**src/rtl/dma_copy_engine_pkg.sv**
```systemverilog
// Shared types for the DMA copy engine: DataBus access/length encodings,
// FSM state encodings and beat step constants.
package dma_copy_engine_pkg;

  typedef enum logic [1:0] {
    MEM_ACCESS_NONE = 2'd0,
    MEM_ACCESS_R    = 2'd1,
    MEM_ACCESS_W    = 2'd2
  } mem_access_t;

  typedef enum logic [1:0] {
    MEM_LEN_B = 2'd0,
    MEM_LEN_H = 2'd1,
    MEM_LEN_W = 2'd2
  } mem_len_t;

  typedef enum logic [2:0] {
    DMA_ST_IDLE  = 3'd0,
    DMA_ST_RD    = 3'd1,
    DMA_ST_RDATA = 3'd2,
    DMA_ST_WR    = 3'd3,
    DMA_ST_DONE  = 3'd4
  } dma_state_t;

  localparam logic [2:0] DMA_STEP_W = 3'd4;
  localparam logic [2:0] DMA_STEP_H = 3'd2;
  localparam logic [2:0] DMA_STEP_B = 3'd1;

  // Keeps only the right-aligned bytes that belong to an access of length ml.
  function automatic logic [31:0] len_mask(input mem_len_t ml);
    case (ml)
      MEM_LEN_B: len_mask = 32'h0000_00FF;
      MEM_LEN_H: len_mask = 32'h0000_FFFF;
      default:   len_mask = 32'hFFFF_FFFF;
    endcase
  endfunction

endpackage

```
**src/rtl/dma_copy_engine_if.sv**
```systemverilog
// DataBus initiator/responder signal bundle shared with CPUCore.
interface dma_copy_engine_if;
  import dma_copy_engine_pkg::*;

  logic [31:0] addr;
  logic [31:0] dataOut;
  mem_access_t accessType;
  mem_len_t    memLen;
  logic [31:0] dataIn;
  logic        ready;

  modport master (
    output addr, dataOut, accessType, memLen,
    input  dataIn, ready
  );

  modport slave (
    input  addr, dataOut, accessType, memLen,
    output dataIn, ready
  );

endinterface

```
**src/rtl/dma_copy_engine_len_sel.sv**
```systemverilog
// Picks the widest access that fits in the remaining byte count and its step.
module dma_copy_engine_len_sel
  import dma_copy_engine_pkg::*;
#(
  parameter int LEN_W     = 16,
  parameter bit WORD_ONLY = 1'b0
) (
  input  logic [LEN_W-1:0] rem_i,
  output mem_len_t         mem_len_o,
  output logic [2:0]       step_o
);

  always_comb begin
    mem_len_o = MEM_LEN_W;
    step_o    = DMA_STEP_W;
    if (WORD_ONLY) begin
      mem_len_o = MEM_LEN_W;
      step_o    = DMA_STEP_W;
    end else if (rem_i >= LEN_W'(4)) begin
      mem_len_o = MEM_LEN_W;
      step_o    = DMA_STEP_W;
    end else if (rem_i >= LEN_W'(2)) begin
      mem_len_o = MEM_LEN_H;
      step_o    = DMA_STEP_H;
    end else begin
      mem_len_o = MEM_LEN_B;
      step_o    = DMA_STEP_B;
    end
  end

endmodule

```
**src/rtl/dma_copy_engine.sv**
```systemverilog
// DataBus copy engine: big-endian read-then-write byte region copy.
// Optional DMA_FILL_EN adds fillMode/fillData for write-only pattern fills.
module dma_copy_engine
  import dma_copy_engine_pkg::*;
#(
  parameter int LEN_W     = 16,
  parameter bit WORD_ONLY = 1'b0
) (
  input  logic             clk,
  input  logic             res,
  input  logic             start,
  input  logic [31:0]      srcAddr,
  input  logic [31:0]      dstAddr,
  input  logic [LEN_W-1:0] len,
`ifdef DMA_FILL_EN
  input  logic             fillMode,
  input  logic [31:0]      fillData,
`endif
  output logic             busy,
  output logic             done,
  dma_copy_engine_if.master db
);

  dma_state_t       state_q, state_d;
  logic [31:0]      src_q, src_d;
  logic [31:0]      dst_q, dst_d;
  logic [LEN_W-1:0] rem_q, rem_d;
  logic [31:0]      data_q, data_d;

  mem_len_t         mem_len_s;
  logic [2:0]       step_s;
  logic [LEN_W-1:0] step_ext_s;
  logic [LEN_W-1:0] len_eff_s;
  logic             start_fill_s;
  logic             fill_active_s;
  logic [31:0]      wr_data_s;

`ifdef DMA_FILL_EN
  logic             fill_q, fill_d;
  logic [31:0]      fill_data_q, fill_data_d;

  assign start_fill_s  = fillMode;
  assign fill_active_s = fill_q;
`else
  assign start_fill_s  = 1'b0;
  assign fill_active_s = 1'b0;
`endif

  dma_copy_engine_len_sel #(
    .LEN_W     (LEN_W),
    .WORD_ONLY (WORD_ONLY)
  ) u_len_sel (
    .rem_i     (rem_q),
    .mem_len_o (mem_len_s),
    .step_o    (step_s)
  );

  assign step_ext_s = {{(LEN_W-3){1'b0}}, step_s};
  assign len_eff_s  = WORD_ONLY ? {len[LEN_W-1:2], 2'b00} : len;

`ifdef DMA_FILL_EN
  assign wr_data_s = fill_active_s ? (fill_data_q & len_mask(mem_len_s)) : data_q;
`else
  assign wr_data_s = data_q;
`endif

  always_ff @(posedge clk or posedge res) begin
    if (res) begin
      state_q     <= DMA_ST_IDLE;
      src_q       <= 32'h0000_0000;
      dst_q       <= 32'h0000_0000;
      rem_q       <= '0;
      data_q      <= 32'h0000_0000;
`ifdef DMA_FILL_EN
      fill_q      <= 1'b0;
      fill_data_q <= 32'h0000_0000;
`endif
    end else begin
      state_q     <= state_d;
      src_q       <= src_d;
      dst_q       <= dst_d;
      rem_q       <= rem_d;
      data_q      <= data_d;
`ifdef DMA_FILL_EN
      fill_q      <= fill_d;
      fill_data_q <= fill_data_d;
`endif
    end
  end

  // Step selection never exceeds rem, so the decrement cannot underflow.
  always_comb begin
    state_d     = state_q;
    src_d       = src_q;
    dst_d       = dst_q;
    rem_d       = rem_q;
    data_d      = data_q;
`ifdef DMA_FILL_EN
    fill_d      = fill_q;
    fill_data_d = fill_data_q;
`endif
    case (state_q)
      DMA_ST_IDLE: begin
        if (start) begin
          src_d = srcAddr;
          dst_d = dstAddr;
          rem_d = len_eff_s;
`ifdef DMA_FILL_EN
          fill_d      = fillMode;
          fill_data_d = fillData;
`endif
          if (len_eff_s == '0) begin
            state_d = DMA_ST_DONE;
          end else if (start_fill_s) begin
            state_d = DMA_ST_WR;
          end else begin
            state_d = DMA_ST_RD;
          end
        end else begin
          state_d = DMA_ST_IDLE;
        end
      end
      DMA_ST_RD: begin
        if (db.ready) begin
          state_d = DMA_ST_RDATA;
        end else begin
          state_d = DMA_ST_RD;
        end
      end
      DMA_ST_RDATA: begin
        data_d  = db.dataIn & len_mask(mem_len_s);
        state_d = DMA_ST_WR;
      end
      DMA_ST_WR: begin
        if (db.ready) begin
          src_d = src_q + {29'h0000_0000, step_s};
          dst_d = dst_q + {29'h0000_0000, step_s};
          rem_d = rem_q - step_ext_s;
          if (rem_d == '0) begin
            state_d = DMA_ST_DONE;
          end else if (fill_active_s) begin
            state_d = DMA_ST_WR;
          end else begin
            state_d = DMA_ST_RD;
          end
        end else begin
          state_d = DMA_ST_WR;
        end
      end
      DMA_ST_DONE: begin
        state_d = DMA_ST_IDLE;
      end
      default: begin
        state_d = DMA_ST_IDLE;
      end
    endcase
  end

  // Bus outputs decode only registered state, so they hold steady under stalls.
  always_comb begin
    db.accessType = MEM_ACCESS_NONE;
    db.addr       = 32'h0000_0000;
    db.dataOut    = 32'h0000_0000;
    db.memLen     = MEM_LEN_W;
    busy          = 1'b0;
    done          = 1'b0;
    case (state_q)
      DMA_ST_RD: begin
        db.accessType = MEM_ACCESS_R;
        db.addr       = src_q;
        db.memLen     = mem_len_s;
        busy          = 1'b1;
      end
      DMA_ST_RDATA: begin
        busy = 1'b1;
      end
      DMA_ST_WR: begin
        db.accessType = MEM_ACCESS_W;
        db.addr       = dst_q;
        db.memLen     = mem_len_s;
        db.dataOut    = wr_data_s;
        busy          = 1'b1;
      end
      DMA_ST_DONE: begin
        done = 1'b1;
      end
      DMA_ST_IDLE: begin
        busy = 1'b0;
      end
      default: begin
        busy = 1'b0;
      end
    endcase
  end

endmodule

```
**src/flat_wrapper.sv**
```systemverilog
// flat-port wrapper written by rule: the top's interface ports become plain ports
module dma_copy_engine_flat import dma_copy_engine_pkg::*;
#(
  parameter int LEN_W     = 16,
  parameter bit WORD_ONLY = 1'b0
)
  (clk, res, start, srcAddr, dstAddr, len, busy, done, db_addr, db_dataOut, db_accessType, db_memLen, db_dataIn, db_ready);
  dma_copy_engine_if db_i ();
  input  logic clk;
  input  logic res;
  input  logic start;
  input  logic [31:0] srcAddr;
  input  logic [31:0] dstAddr;
  input  logic [LEN_W-1:0] len;
  output logic busy;
  output logic done;
  output wire logic [$bits(db_i.addr)-1:0] db_addr;
  output wire logic [$bits(db_i.dataOut)-1:0] db_dataOut;
  output wire logic [$bits(db_i.accessType)-1:0] db_accessType;
  output wire logic [$bits(db_i.memLen)-1:0] db_memLen;
  input wire logic [$bits(db_i.dataIn)-1:0] db_dataIn;
  input wire logic [$bits(db_i.ready)-1:0] db_ready;
  assign db_addr = db_i.addr;
  assign db_dataOut = db_i.dataOut;
  assign db_accessType = db_i.accessType;
  assign db_memLen = db_i.memLen;
  assign db_i.dataIn = db_dataIn;
  assign db_i.ready = db_ready;
  dma_copy_engine #(.LEN_W(LEN_W), .WORD_ONLY(WORD_ONLY)) u_core (.clk(clk), .res(res), .start(start), .srcAddr(srcAddr), .dstAddr(dstAddr), .len(len), .busy(busy), .done(done), .db(db_i));
endmodule
```
**config.mk**
```make
export PLATFORM = sky130hd
export DESIGN_NAME = dma_copy_engine_flat
export DESIGN_NICKNAME = d
export VERILOG_FILES = /design/src/rtl/dma_copy_engine_pkg.sv /design/src/rtl/dma_copy_engine_if.sv /design/src/rtl/dma_copy_engine_len_sel.sv /design/src/rtl/dma_copy_engine.sv /design/src/flat_wrapper.sv
export SDC_FILE = /design/constraint.sdc
export NUM_CORES = 1
export LEC_CHECK = 0
export BUFFER_PORTS_ARGS = -buffer_cell sky130_fd_sc_hd__buf_2
export CORE_MARGIN = 2
export CORE_UTILIZATION = 54
export CTS_CLUSTER_SIZE = 10
export DETAILED_ROUTE_END_ITERATION = 10
export HOLD_SLACK_MARGIN = 0.06
export PLACE_DENSITY = 0.85
export SLEW_MARGIN = 20
export SYNTH_ARGS = -nofsm -noshare
export SYNTH_HDL_FRONTEND = slang
export SYNTH_SLANG_ARGS = --single-unit
```
**constraint.sdc**
```tcl
create_clock -name clk -period 4.1 [get_ports clk]
set_input_delay 0.41 -clock clk [delete_from_list [all_inputs] [get_ports clk]]
set_output_delay 0.41 -clock clk [all_outputs]
set_load 0.01 [all_outputs]
```
==> flow_metrics.tcl <==
set metrics [dict create \
    p_clk_share_pct 18.8 \
    period_needed_ns 3.85 \
    yosysSeqAreaShare_pct 39.0 \
    crit_family "simple AND/OR/NAND/NOR gates" \
    combPwrFrac_pct 50.1 \
    synth_area_per_cell_um2 7.86 \
    drtAntennaViolNets 0 \
    crit_arrival_ns 4.19 \
    io_buffers 185 \
    slew_viol_final 0 \
    slew_headroom_pct 30.6 \
    internal-power_w 0.00405 \
    cts.path.max_buffers 2 \
    synth-async-reset-ratio_pct 100 \
    cp_cell_sequence "or3_1 > or3_1 > nor4_4 > inv_2 > nor2_2 > ha_1 > inv_1 > fa_1 > nand2b_1 > a2111oi_4 > and3_1 > nand3_1 > a21oi_1 > a2bb2oi_1" \
    seq_power_share_pct 31.1 \
    mappedNetlistNets 1067 \
    yosysTopAreaCellShare_pct 39.0 \
    total_power_w 0.00755 \
    fin_crit_sh_pct 93.9 \
    cts_root_buf "clkbuf_16" \
    worst_slew_pin_slew_ns 1.04 \
    max-cap-violations 0 \
    p_leak_nw 4.21 \
    gp_congestion 0.966 \
    synth.distinct_cells 66 \
    antenna_found_initial 1 \
    avgRoutedWirePerCell_um 17.4 \
    grt_start_max_net_pins 82 \
    syn_to_final_growth_pct 22.6 \
    synth_cells 939 \
    nets 1220 \
    post_cts_resized 0 \
    crit_cells 14 \
    vias 8012 \
    overflow 0 \
    max_freq_ghz 0.260 \
    drc_errors 0 \
    hp-class "input port to async pin" \
    vias_per_cell 6.25 \
    cts_hold_buf 0 \
    reg2regPathDepth 14 \
    yosys-top-cells-area "dfrtp_1 39%, nand2_1 8.3%, a21oi_1 6.4%" \
    fin_tns_setup_ns 0 \
    finalSetupViolCount 0 \
    fp.dieW_um 121 \
    cts_buffers 17 \
    path_max_fanout 7 \
    postLayoutCoreUtil_pct 68.0 \
    clock_latency_ns 0.42 \
    dpl_cell_area_um2 8440 \
    yosysTopAreaCell "dfrtp_1" \
    ir_drop_uv 440 \
    start_util_pct 55.5 \
    io_pins 186 \
    yosys_warnings 0 \
    track_usage_pct 30.8 \
    grt_pass1_vias 7215 \
    cts_tree "built" \
    die-area_um2 14600 \
    p_sw_share_pct 46.3 \
    dp_hpwl_um 15600 \
    startpoint_type "flop" \
    synth_top_flop_cell "dfrtp_1" \
    drt_iter0_drc 920 \
    outcome "completed" \
    firstDrtPassIters 5 \
    hold_ws_ns 0.111 \
    worst-path-buf-inv 2 \
    end_kind "flop" \
    clk_pin_slew_ns 0.06 \
    cts_num_sinks 115 \
    netlist_area_um2 7380 \
    hold_viol_final 0 \
    cp_common_cell "or3_1" \
    drive_above_1_share_pct 23.5 \
    wl_um 22300 \
    p_per_area_nw_per_um2 835 \
    fin_skew_ns 0.00728 \
    die_h_um 121 \
    critPathMaxStageDelay_ns 0.46 \
    synth_seq_cells 115 \
    rows 42 \
    cts_setup_buffers 0 \
    grt_first_pass_wirelength_um 35800 \
    p_sw_w 0.00350 \
    critPathRequiredTime_ns 4.45 \
    core_area_um2 13300 \
    fin_area_um2 9040 \
    htreeDepth 4 \
    crit_type "flop to flop" \
    slowest_stage "or3_1" \
    rsz0062_at_grt "no" \
    synth_edf_count 0 \
]
layout by cell type, fill, tap and decap left out, types with 7 or more instances in the layout:
cell type  Yosys  layout
buf_2         16     185
nand2_1      163     162
dfrtp_1      115     114
a21oi_1       94      93
o21ai_0       66      66
nor2_1        52      51
and3_1        48      48
nand3_1       28      28
nor3_1        24      24
o21ai_1       21      21
o22ai_1       21      21
nand4_1       19      19
inv_1         20      19
a22o_1        18      18
clkbuf_16      0      17
buf_4          1      17
or3_1         14      14
a211oi_1      12      12
nor4_1        13      12
a31oi_1        9       9
ha_1           9       9
nor2b_1        9       8
a21o_1         9       8
and2_1         9       8
o2bb2ai_1      8       8
a2bb2oi_1      8       8
a22oi_1        7       7
path summary, 6_finish.rpt:
check / start / to / slack, ns
min in group clk: db_dataIn[0] / u_core.data_q[0] / 0.18
max in group asynchronous: res / u_core.state_q[1] / 3.08
worst min-delay path: res / u_core.src_q[29] / 0.11
worst max register to register: u_core.rem_q[10] / u_core.dst_q[18] / 0.25
worst max-delay path: u_core.rem_q[10] / u_core.dst_q[18] / 0.25
worst min register to register: u_core.data_q[0] / u_core.data_q[0] / 0.47
kinds of logic after synthesis:
logic type	Yosys count	share of synthesized area [%]
compound gates	310	26.1
xor+xnor	4	0.475
fa+ha+maj	12	2.34
buf+inv	93	5.16
flops	115	39.0
mux	2	0.271
simple gates	403	26.7
power by group through the flow:
stage                     Clock (W)  Combinational [W]  Sequential (W)
after global routing        0.00148            0.00419         0.00243
after CTS                   0.00143            0.00374         0.00232
final                       0.00142            0.00378         0.00235
after global placement            0            0.00364         0.00230
after floorplan                   0            0.00276         0.00209
after detailed placement          0            0.00371         0.00233
cell type report:
type                    instances  area (um2)
clock buffers                  18         439
fillers                      1080        4250
well taps                     176         220
inverters                      22        87.6
diodes                          1        2.50
repair buffers                205        1110
flip-flops and latches        115        2880
multi-input cells             731        4170
clock inverters                14         129
stage by stage:
stage | worst slack, ns | cells
after detailed placement | 0.211 | 1249
after global placement | 0.299 | 1249
final | 0.251 | 1282
after floorplan | 0.376 | 939
after CTS | 0.142 | 1281
after global routing | 0.0247 | 1281
layer usage:
layer	vias up	routed length, um	global-route usage [%]
li1	3733	-	-
met1	3764	9280	42.2
met2	448	10200	46.8
met3	67	2120	7.33
met4	0	712	13.2
met5	-	0	0
synth_stat cells, types with 4 or more instances:
cell type / number
or3_1: 14
o32ai_1: 4
a211oi_1: 12
nand3_1: 28
a21oi_1: 94
buf_2: 16
nor2b_1: 9
a31oi_1: 9
o21ai_0: 66
dfrtp_1: 115
o21bai_1: 4
a21o_1: 9
a22o_1: 18
a22oi_1: 7
ha_1: 9
buf_1: 7
nand4_1: 19
a2bb2oi_1: 8
and3_1: 48
nor3_1: 24
o2bb2ai_1: 8
and2_1: 9
o211ai_1: 4
nand2_1: 163
inv_1: 20
o22ai_1: 21
nor2_1: 52
nor4_1: 13
o21a_1: 5
clkbuf_1: 46
o21ai_1: 21
flip-flops by register name, summed over array words and instances (netlist names):
name / flops
u_core.src_q: 32
u_core.data_q: 32
u_core.state_q: 3
u_core.rem_q: 16
u_core.dst_q: 32
worst register-to-register path, delay by kind of cell (launching register included):
| kind | cells | cell delay (ns) |
|---|---|---|
| buffers and inverters | 2 | 0.16 |
| AOI/OAI and AO/OA | 3 | 0.73 |
| adders and majority gates | 2 | 0.61 |
| and+or+nand+nor | 7 | 1.84 |
| DFF | 1 | 0.44 |
No activity file was read; power rests on OpenSTA's default activity.
